**src/rtl/mnist_pkg.sv**
```systemverilog
// Shared definitions for the MNIST frame loader and the inference engine.
//   state_e           : loader FSM states
//   NumPixelsDefault  : pixel bytes per 28x28 image
//   SyncByteDefault   : frame start marker on the UART link
package mnist_pkg;

  typedef enum logic [1:0] {
    StHunt  = 2'd0,
    StLoad  = 2'd1,
    StCheck = 2'd2
  } state_e;

  localparam int unsigned NumPixelsDefault = 784;
  localparam logic [7:0]  SyncByteDefault  = 8'hA5;

endpackage

```
**src/rtl/rx_byte_strobe.sv**
```systemverilog
// Turns the receiver's slow byte-ready level into a single-cycle strobe in the clk domain.
//   clk     : system clock
//   rst     : asynchronous active-low reset
//   rdy_in  : byte-ready level from the UART receiver (asynchronous to clk)
//   stb_out : one-cycle pulse on each rising edge of rdy_in
module rx_byte_strobe (
  input  logic clk,
  input  logic rst,
  input  logic rdy_in,
  output logic stb_out
);

  logic rdy_meta_q;
  logic rdy_sync_q;
  logic rdy_prev_q;

  always_ff @(posedge clk or negedge rst) begin
    if (!rst) begin
      rdy_meta_q <= 1'b0;
      rdy_sync_q <= 1'b0;
      rdy_prev_q <= 1'b0;
    end else begin
      rdy_meta_q <= rdy_in;
      rdy_sync_q <= rdy_meta_q;
      rdy_prev_q <= rdy_sync_q;
    end
  end

  assign stb_out = rdy_sync_q & ~rdy_prev_q;

endmodule

```
**src/rtl/mnist_frame_loader.sv**
```systemverilog
// Loads one MNIST image from the UART byte stream into pixel RAM.
// Wire format: SYNC_BYTE, NUM_PIXELS pixel bytes, 8-bit modulo-sum checksum.
//   clk, rst              : system clock, asynchronous active-low reset
//   rxdata_rdy, rxdata    : receiver byte-ready level and byte
//   accept_en             : engine idle, a new frame may start
//   mem_we/addr/wdata     : registered pixel RAM write port
//   busy                  : frame in progress (LOAD or CHECK)
//   frame_done, frame_err : one-cycle result pulses (good frame / bad checksum or timeout)
module mnist_frame_loader
  import mnist_pkg::*;
#(
  parameter int unsigned NUM_PIXELS  = NumPixelsDefault,
  parameter int unsigned ADDR_W      = 10,
  parameter logic [7:0]  SYNC_BYTE   = SyncByteDefault,
  parameter int unsigned TIMEOUT_CYC = 1_000_000
) (
  input  logic              clk,
  input  logic              rst,
  input  logic              rxdata_rdy,
  input  logic [7:0]        rxdata,
  input  logic              accept_en,
  output logic              mem_we,
  output logic [ADDR_W-1:0] mem_addr,
  output logic [7:0]        mem_wdata,
  output logic              busy,
  output logic              frame_done,
  output logic              frame_err
);

  localparam int unsigned TimerW = $clog2(TIMEOUT_CYC + 1);
  localparam logic [ADDR_W-1:0] LastAddr  = ADDR_W'(NUM_PIXELS - 1);
  localparam logic [TimerW-1:0] TimerMax  = TimerW'(TIMEOUT_CYC);

  logic byte_stb;

  rx_byte_strobe u_rx_byte_strobe (
    .clk     (clk),
    .rst     (rst),
    .rdy_in  (rxdata_rdy),
    .stb_out (byte_stb)
  );

  state_e             state_q, state_d;
  logic [ADDR_W-1:0]  cnt_q, cnt_d;
  logic [7:0]         sum_q, sum_d;
  logic [TimerW-1:0]  timer_q, timer_d;
  logic               we_q, we_d;
  logic [ADDR_W-1:0]  addr_q, addr_d;
  logic [7:0]         wdata_q, wdata_d;
  logic               done_q, done_d;
  logic               err_q, err_d;

  always_ff @(posedge clk or negedge rst) begin
    if (!rst) begin
      state_q <= StHunt;
      cnt_q   <= '0;
      sum_q   <= '0;
      timer_q <= '0;
      we_q    <= 1'b0;
      addr_q  <= '0;
      wdata_q <= '0;
      done_q  <= 1'b0;
      err_q   <= 1'b0;
    end else begin
      state_q <= state_d;
      cnt_q   <= cnt_d;
      sum_q   <= sum_d;
      timer_q <= timer_d;
      we_q    <= we_d;
      addr_q  <= addr_d;
      wdata_q <= wdata_d;
      done_q  <= done_d;
      err_q   <= err_d;
    end
  end

  always_comb begin
    state_d = state_q;
    cnt_d   = cnt_q;
    sum_d   = sum_q;
    timer_d = timer_q;
    we_d    = 1'b0;
    addr_d  = addr_q;
    wdata_d = wdata_q;
    done_d  = 1'b0;
    err_d   = 1'b0;

    unique case (state_q)
      StHunt: begin
        if (byte_stb && accept_en && (rxdata == SYNC_BYTE)) begin
          state_d = StLoad;
          cnt_d   = '0;
          sum_d   = '0;
          timer_d = '0;
        end
      end
      StLoad, StCheck: begin
        // Timeout takes priority over a byte arriving in the same cycle.
        if (timer_q == TimerMax) begin
          err_d   = 1'b1;
          state_d = StHunt;
        end else if (byte_stb) begin
          timer_d = '0;
          if (state_q == StLoad) begin
            we_d    = 1'b1;
            addr_d  = cnt_q;
            wdata_d = rxdata;
            sum_d   = sum_q + rxdata;
            cnt_d   = cnt_q + ADDR_W'(1);
            if (cnt_q == LastAddr) state_d = StCheck;
          end else begin
            done_d  = (rxdata == sum_q);
            err_d   = (rxdata != sum_q);
            state_d = StHunt;
          end
        end else begin
          timer_d = timer_q + TimerW'(1);
        end
      end
      default: state_d = StHunt;
    endcase
  end

  assign mem_we     = we_q;
  assign mem_addr   = addr_q;
  assign mem_wdata  = wdata_q;
  assign busy       = (state_q == StLoad) || (state_q == StCheck);
  assign frame_done = done_q;
  assign frame_err  = err_q;

endmodule

```
**config.mk**
```make
export PLATFORM = sky130hd
export DESIGN_NAME = mnist_frame_loader
export DESIGN_NICKNAME = d
export VERILOG_FILES = /design/src/rtl/mnist_pkg.sv /design/src/rtl/rx_byte_strobe.sv /design/src/rtl/mnist_frame_loader.sv
export SDC_FILE = /design/constraint.sdc
export NUM_CORES = 1
export LEC_CHECK = 0
export BUFFER_PORTS_ARGS = -buffer_cell sky130_fd_sc_hd__buf_2
export CAP_MARGIN = 10
export CORE_MARGIN = 3
export CORE_UTILIZATION = 27
export DETAILED_ROUTE_END_ITERATION = 6
export HOLD_SLACK_MARGIN = 0.05
export PLACE_DENSITY = 0.46
export SKIP_LAST_GASP = 1
export SLEW_MARGIN = 25
export SYNTH_ARGS = -nofsm -noshare
export SYNTH_HDL_FRONTEND = slang
export SYNTH_SLANG_ARGS = --single-unit
```
**constraint.sdc**
```tcl
create_clock -name clk -period 2.5 [get_ports clk]
set_input_delay 0 -clock clk [delete_from_list [all_inputs] [get_ports clk]]
set_output_delay 0 -clock clk [all_outputs]
set_load 0.005 [all_outputs]
```
# [Yosys cells after proc, flatten, opt, wreduce, memory -nomap -nowiden]
# Cells that the tools add are included.
[word_totals] reg_bits=64 inputBits=12 output_inout_bits=22 wordCells=73
[classes] add_sub_neg=3 n_eq_ne=13 mux=32 bitwise=3 n_reduce_logical=10
[op_table] cell="$mux W20" count=3
[op_table] cell="$mux W10" count=4
[op_table] cell="$pmux W20 S2" count=1
[op_table] cell="$mux W8" count=4
[op_table] cell="$add A20 B1 Y20 const B" count=1
[op_table] cell="$eq A20 B20 Y1 const B" count=1
[op_table] cell="$pmux W10 S2" count=1
[op_table] cell="$pmux W8 S2" count=1
[op_table] cell="$mux W1" count=12
[op_table] cell="$add A10 B1 Y10 const B" count=1
[op_table] cell="$eq A10 B10 Y1 const B" count=1
[op_table] cell="$mux W2" count=5
[op_table] cell="$add A8 B8 Y8" count=1
[op_table] cell="$eq A8 B8 Y1" count=1
[op_table] cell="$eq A8 B8 Y1 const B" count=1
[op_table] cell="$ne A2 B2 Y1 const B" count=4
[op_table] cell="$ne A8 B8 Y1" count=1
[op_table] cell="$reduce_and A3 Y1" count=2
[op_table] cell="$reduce_and A5 Y1" count=1
[op_table] cell="$ne A4 B4 Y1 const B" count=1
[op_table] cell="$pmux W2 S2" count=1
[op_table] cell="$reduce_and A4 Y1" count=1
[op_table] cell="$ne A3 B3 Y1 const B" count=1
[op_table] cell="$eq A2 B1 Y1 const B" count=1
[op_table] cell="other kinds (8)" count=10

# [Logic depth before layout (Yosys ltp)]
# Gate-level depths: netlist (run 1).
[logic_depth] word_depth=6 depth_mapped=9 mapped_depth_nobuf=8

# [Modules after synthesis]
# A second synthesis (run 1) with hierarchy kept.
[unflattened] cells_unflattened=334 area_unflattened_um2=3379.5
[by_module_without_submodules] mod="mnist_frame_loader" instances=1 cells_each=330 area_each_um2=3290.7 seq_area_each_um2=1526.5
[by_module_without_submodules] mod="rx_byte_strobe" instances=1 cells_each=4 area_each_um2=88.8 seq_area_each_um2=75.1

# [Worst setup path before layout (run 1)]
# OpenSTA, ideal clock, no wires.
[synth_path] path_type="reg2reg" start="reg timer_q[0]" end="reg addr_q[0], in the netlist mem_addr[0]" setup_ns=0.125 arrival_ns=2.055 t_required_ns=2.375 slack_ns=0.321 path_stages_with_launch=8 path_buffers=1 period_less_slack_ns=2.179 cell_sequence="dfrtp_1 inv_1 ha_1 or4bb_1 nor3_2 a211o_2 buf_4 mux2_2"
[synth_between] elab_chain_len=3
[synth_rtl] element="start: declaration" line="mnist_frame_loader.sv:46" rtl="logic [TimerW-1:0] timer_q, timer_d;"
[synth_rtl] element="start signal: assignment" line="mnist_frame_loader.sv:68" rtl="timer_q <= timer_d;"
[synth_rtl] element="$eq A20 B20 Y1" line="mnist_frame_loader.sv:99" rtl="if (timer_q == TimerMax) begin"
[synth_rtl] element="$not A1 Y1 (no line)"
[synth_rtl] element="$reduce_and A4 Y1 (no line)"
[synth_rtl] element="end signal: assignment" line="mnist_frame_loader.sv:70" rtl="addr_q <= addr_d;"
[synth_rtl] element="end: declaration" line="mnist_frame_loader.sv:48" rtl="logic [ADDR_W-1:0] addr_q, addr_d;"
# Every way passes these cells.
# A chain may end at the register's enable or synchronous reset.

# [Final worst setup path (run 1)]
[layout_path] start="reg timer_q[0]" end="reg wdata_q[0], in the netlist mem_wdata[0]"
[layout_between] elab_chain_len=3
[layout_rtl] element="$eq A20 B20 Y1" line="mnist_frame_loader.sv:99"
[layout_rtl] element="$not A1 Y1 (no line)"
[layout_rtl] element="$reduce_and A4 Y1 (no line)"
[layout_rtl] element="end signal: assignment" line="mnist_frame_loader.sv:71" rtl="wdata_q <= wdata_d;"
[layout_rtl] element="end: declaration" line="mnist_frame_loader.sv:49" rtl="logic [7:0] wdata_q, wdata_d;"
# Every way passes these cells.

==> impl_results.md, run 1 <==
- Outcome: complete, no violations
- Switch Pwr: 1.41 mW
- GRT overflow: 0
- CTS tree: yes
- Initial antenna violation count: 0
- Crit end category: flip-flop
- CP Data Required Time: 2710 ps
- Startpoint types: flip-flop
- Core Rows: 40
- Die height: 118 um
- Routed Antenna Nets: 0
- TritonCTS buffer count: 9
- Area of the multi-input gates: 1680 um2
- Reg-to-reg startpoint: timer_q[0]
- Unique masters post-synth: 49
- Post-synthesis net count: 375
- Die W: 118 um
- Most frequent cells in the layout: dfrtp_1, o21ai_0, nand2_1
- # IOs: 34
- Worst EP arrival: 2530 ps
- Initial Util: 28.0%
- Die area: 13900 um2
- Most common cell after layout, fill and taps aside: dfrtp_1
- CP Buf/Inv Count: 2
- Tot Pwr: 4.05 mW
- Clk pwr share: 28.4%
- Largest net degree at the start of global routing: 65
- Via/cell ratio: 4.81
- DR iter-0 viols: 125
- Fmax: 431 MHz
- Synth top area share: 47.3%
- Delay-heaviest family, CP: simple AND/OR/NAND/NOR gates
- Reg power frac: 33.8%
- Placed Cells: 547
- Initial DRT Pass Iterations: 5
- Main synth FF type: dfrtp_1
- Clock Skew: 5.31 ps
- IO Port Bufs: 33
- Cell Pwr Density: 970 nW/um2
- Switch share: 34.9%
- Setup Fix Bufs, Post-CTS: 0
- Area grow syn2layout: 23.2%
- Fin cells: 571
- Int Pwr: 2.64 mW
- Comb power frac: 37.8%
- Slew Limit Fails: 0
- CP Cell Sequence: inv_1 -> ha_1 -> or4bb_1 -> nor3_4 -> a211o_4 -> buf_12 -> mux2_2
- Crit Reg-Reg Endpoint: mem_wdata[0]
- Synth async-reset ratio: 100%
- Core Area: 12100 um2
- Max incr delay on CP: 530 ps
- Hold Crit Depth: 2
- Total wire length: 7820 um
- Sequential fraction of the synthesis area: 47.3%
- Worst vdd ir: 343 uV
- Worst relative slew slack: 45.4%
- Biggest area consumer among synthesized cells: dfrtp_1
- MaxCap Viol Count: 0
- RSZ-0062 raised after global routing: no
- GP Congestion: 0.776
- # H-tree levels: 3
- Hold WS: 311 ps
- WP depth: 7
- R2r worst-path depth: 7
- Place WS: 80.9 ps
- Num Clock Sinks: 64
- Post-route clock period utilization: 92.8%
- Maximum buffer depth of the clock tree: 2
- Mapped Area: 3390 um2
- Vias: 2744
- Placed wire-length estimate: 5560 um
- Filler cells: 1265
- EDFF count, synth: 0
- Clk slew on worst S/H paths: 50 ps
- Sequential Area: 1600 um2
- Static leakage: 1.87 nW
- Hold Crit Start: rxdata_rdy
- Worst Hold End: u_rx_byte_strobe.rdy_meta_q
- CP Class: reg -> reg
- Mean Syn Cell Area: 9.73 um2
- Per-cell routed wire length: 13.7 um
- First-pass GRT wire length: 13900 um
- Worst setup margin: 181 ps
- Syn. warnings: 0
- Gate Count Post-Synth: 348
- Finish-stage setup viols: 0
- Slowest cell on the critical path: or4bb_1
- Post-layout nets: 427
- Worst min path class: in -> reg
- Layout cells sized above 1: 21.3%
- Diodes inserted: 0
- Fin Setup TNS: 0 ps
- Hold Vio Cnt, Final: 0
- R2R Setup Slk: 180 ps
- Root Buffer: clkbuf_16
- GR Util All Layers: 12.4%
- Drc violations: 0
- Vias in the first global route: 2830
- Min Clock Period, post-route: 2320 ps
- Worst-margin pin slew: 820 ps
- CP Max Fanout: 13
- Clock latency on the worst-skew pair: 330 ps
- Main area contributors after synthesis: dfrtp_1, o21ai_0, mux2_2
- Number of synthesized register bits: 64
-- through the flow --
step / area (um2) / util, %
4_1_cts: 4150 / 34.3
3_5_place_dp: 3780 / 31.2
2_1_floorplan: 3390 / -
5_1_grt: 4170 / 34.5
6_report: 4170 / 34.5
3_3_place_gp: 3780 / 31.2
-- registers in the layout, indices dropped and copies added, names as in the netlist --
signal / flops
u_rx_byte_strobe.rdy_sync_q: 1
state_q: 2
cnt_q: 10
sum_q: 8
mem_addr: 10
u_rx_byte_strobe.rdy_meta_q: 1
frame_err: 1
mem_we: 1
mem_wdata: 8
frame_done: 1
timer_q: 20
u_rx_byte_strobe.rdy_prev_q: 1
-- power by group through the flow --
stage	Clock [mW]	Combinational, mW	Sequential, mW
after floorplan	0	1.03	1.38
after global routing	1.25	1.74	1.41
after global placement	0	1.50	1.38
after CTS	1.20	1.55	1.37
after detailed placement	0	1.53	1.39
final	1.15	1.53	1.37
-- worst max-delay path by stage --
stage | endpoint | startpoint | slack, ps
5_1_grt | cnt_q[9] | timer_q[0] | 10
6_report | mem_wdata[0] | timer_q[0] | 180
2_1_floorplan | mem_addr[0] | timer_q[0] | 320
4_1_cts | timer_q[18] | state_q[1] | 60
3_3_place_gp | mem_wdata[4] | timer_q[0] | 120
3_5_place_dp | timer_q[18] | state_q[1] | 80
-- kinds of logic after synthesis --
logic type	count (synthesis)	synth area share, %
xor gates and xnor gates	7	1.81
adders and majority gates	15	5.77
muxes	20	6.54
AOI/OAI and AO/OA	87	14.7
and+or+nand+nor	129	20.3
DFF	64	47.3
buffers and inverters	26	3.62
-- repair_timing --
action | CTS | global route
hold buffers | 10 | 0
setup endpoints to repair | 0 | 33
gates resized for setup | 0 | 4
hold endpoints to repair | 73 | 0
-- Yosys cell counts, types with 2 or more instances --
cell	count
mux2_2	17
o21ai_0	44
nand3_1	14
inv_1	14
nand2b_1	2
nor3_2	2
a21oi_1	11
nand2_1	42
clkbuf_1	3
mux2i_1	3
and4bb_2	2
ha_1	14
xnor2_1	4
nand4_1	9
a31oi_1	7
dfrtp_1	64
buf_2	5
or2_2	2
buf_4	3
nor2_1	22
xor2_1	3
o21ai_1	11
or3_1	4
nor3_1	5
o31ai_1	4
and3_1	7
nor2b_1	3
and4_1	4
nor4_1	3
-- cell type report --
| type | instances | share of cell area (%) |
|---|---|---|
| Clock buffer | 14 | 6.57 |
| Inverter | 14 | 1.26 |
| Multi-Input combinational cell | 258 | 40.3 |
| Tap cell | 168 | 5.04 |
| Sequential cell | 64 | 38.4 |
| Timing Repair Buffer | 53 | 8.46 |
-- metal layers --
layer | routed length [um] | vias up | share of wire [%] | global-route usage, %
met5 | 0 | - | 0 | 0
met4 | 142 | 0 | 1.8 | 6.08
met3 | 241 | 9 | 3.1 | 3.36
met2 | 3830 | 39 | 49 | 20.4
met1 | 3610 | 1338 | 46 | 15.1
li1 | - | 1358 | - | -
Note: power is estimated with default switching activity, not from simulation.
==> run 2: changes to the inputs <==
- CORE_UTILIZATION: 27 -> 30
- PLACE_DENSITY: 0.46 -> 0.49
==> run 2 against run 1 <==
Against the previous run:
- flip-flop and latch count unchanged
- clock-buffer cell count down 3
- cell count down 4.6%
- largest cell class unchanged
- sequential share of layout area up 0.40 points
- clock skew up 0.69 ps
- highest routed layer unchanged
- core utilization up 3.3 points
- setup slack better by 9.5 ps
- total power down 0.55%
- maximum frequency up 0.41%
==> impl_results.md, run 2 (synthesis results as in run 1) <==
- Die height: 112 um (-4.9%)
- Worst EP arrival: 2520 ps (about the same)
- # IOs: 34 (unchanged)
- Worst relative slew slack: 43.8% (-1.6 points)
- Initial Util: 31.0% (+3.0 points)
- Delay-heaviest family, CP: simple AND/OR/NAND/NOR gates
- Largest net degree at the start of global routing: 39 (-40%)
- Placed wire-length estimate: 5520 um (-0.71%)
- Most frequent cells in the layout: dfrtp_1, o21ai_0, nand2_1
- Per-cell routed wire length: 14.3 um (+4.7%)
- Slowest cell on the critical path: or4bb_1
- Fin Setup TNS: 0 ps (unchanged)
- Largest register by flop count: timer_q
- Fmax: 433 MHz (+0.41%)
- First-pass GRT wire length: 13300 um (-4.0%)
- GRT met1 Usage: 17.4% (+2.4 points)
- Drc violations: 0 (unchanged)
- Worst vdd ir: 346 uV (+0.78%)
- Core Rows: 38 (-5.0%)
- GRT overflow: 0 (unchanged)
- Finish-stage setup viols: 0 (unchanged)
- RSZ-0062 raised after global routing: no
- Routed Antenna Nets: 0 (unchanged)
- Cell Pwr Density: 975 nW/um2 (+0.47%)
- Worst-margin pin slew: 844 ps (+23.8 ps)
- Die W: 112 um (-4.9%)
- CP Cell Sequence: inv_1 -> ha_1 -> or4bb_1 -> nor3_4 -> a211o_2 -> buf_12 -> mux2_2
- Crit end category: flip-flop
- Setup Fix Bufs, Post-CTS: 0 (unchanged)
- WP depth: 7 (unchanged)
- DR iter-0 viols: 107 (-14%)
- Static leakage: 1.86 nW (-0.45%)
- Vias: 2730 (-0.51%)
- Met3 Use GR: 3.29% (-0.075 points)
- CP Class: reg -> reg
- M2 GR Usage: 20.7% (+0.37 points)
- Min Clock Period, post-route: 2310 ps (-9.53 ps)
- Initial DRT Pass Iterations: 4 (-1)
- Diodes inserted: 0 (unchanged)
- GR Util All Layers: 13.1% (+0.71 points)
- Area grow syn2layout: 22.0%
- CP Data Required Time: 2710 ps (about the same)
- Most common cell after layout, fill and taps aside: dfrtp_1
- Root Buffer: clkbuf_16
- Layout cells sized above 1: 21.7% (+0.39 points)
- Worst min path class: in -> async
- Total wire length: 7820 um (about the same)
- CTS tree: yes
- Num Clock Sinks: 64 (unchanged)
- # H-tree levels: 3 (unchanged)
- Via/cell ratio: 5.01 (+4.2%)
- Most used routing layer in global routing: met2
- Vias in the first global route: 2654 (-6.2%)
- Maximum buffer depth of the clock tree: 2 (unchanged)
- Outcome: complete, no violations
- Clock Skew: 5.99 ps (+0.686 ps)
- Clock latency on the worst-skew pair: 330 ps (about the same)
- Place WS: 115 ps (+33.8 ps)
- Die area: 12600 um2 (-9.5%)
- R2r worst-path depth: 7 (unchanged)
- Largest register FFs: 20 (unchanged)
- Post-layout nets: 427 (unchanged)
- Core Area: 10900 um2 (-9.7%)
- GP Congestion: 0.785 (+1.2%)
- IO Port Bufs: 33 (unchanged)
- CP Buf/Inv Count: 2 (unchanged)
- Initial antenna violation count: 0 (unchanged)
- Max incr delay on CP: 530 ps (about the same)
- TritonCTS buffer count: 9 (unchanged)
- Hold Vio Cnt, Final: 0 (unchanged)
- Slew Limit Fails: 0 (unchanged)
- CP Max Fanout: 17 (+4)
- Startpoint types: flip-flop
- Clk slew on worst S/H paths: 60 ps (about the same)
- Post-route clock period utilization: 92.4% (-0.38 points)
- MaxCap Viol Count: 0 (unchanged)
- Worst setup margin: 190 ps (+9.53 ps)
[run 2: cell types whose count changed in the layout (fill, tap and decap cells not counted)]
cell and change:
a211o_1 +1, a211o_4 -1, clkbuf_1 -1, clkbuf_8 -2
clkinv_2 +2, clkinvlp_4 +3
[run 2: cell type report]
cell class                 instances  area, um2
clock buffer                      11        243
clock inverter                     5       32.5
fill                            1085       6810
inverter                          14       52.6
multi-input combinational        258       1670
sequential                        64       1600
tap                              140        175
timing repair buffer              53        353
[run 2: power by group]
part / switching, mW / leakage [nW] / internal, mW
logic: 0.880 / 0.876 / 0.635
registers: 0.126 / 0.855 / 1.24
clock network: 0.451 / 0.128 / 0.693
[run 2: worst register-to-register path: stages (launching register included)]
cell     delay (ps)
dfrtp_1         430
inv_1            80
ha_1            140
or4bb_1         530
nor3_4          260
a211o_2         230
buf_12          170
mux2_2          350
[run 2: layer usage]
layer / wire length, um / vias up
met1: 3700 / 1317
met5: 0 / -
met2: 3640 / 48
met3: 327 / 11
li1: - / 1354
met4: 145 / 0
[run 2: path summary, 6_finish.rpt]
kind,start,end,slack [ps]
worst max-delay path,timer_q[0],mem_addr[3],190
worst min-delay path,rst,mem_addr[8],310
worst max register to register,timer_q[0],mem_addr[3],190
worst min register to register,u_rx_byte_strobe.rdy_meta_q,u_rx_byte_strobe.rdy_sync_q,340
max in group asynchronous,rst,timer_q[18],1450
min in group clk,rxdata_rdy,u_rx_byte_strobe.rdy_meta_q,310
[run 2: what timing repair did]
item | CTS | global route
endpoints found under the hold margin | 45 | 0
gates resized for setup | 0 | 2
hold buffers | 10 | 0
endpoints found under the setup margin | 0 | 13
[run 2: per-stage QoR]
stage / hold WS (ps) / utilization, % / cells / power (mW) / instance area (um2)
2_1_floorplan: -296 / - / 348 / 2.40 / 3390
3_3_place_gp: 112 / 34.2 / 519 / 2.87 / 3740
3_5_place_dp: 113 / 34.2 / 519 / 2.90 / 3740
4_1_cts: 301 / 37.7 / 545 / 4.09 / 4120
5_1_grt: 317 / 37.8 / 545 / 4.34 / 4130
6_report: 311 / 37.8 / 545 / 4.03 / 4130
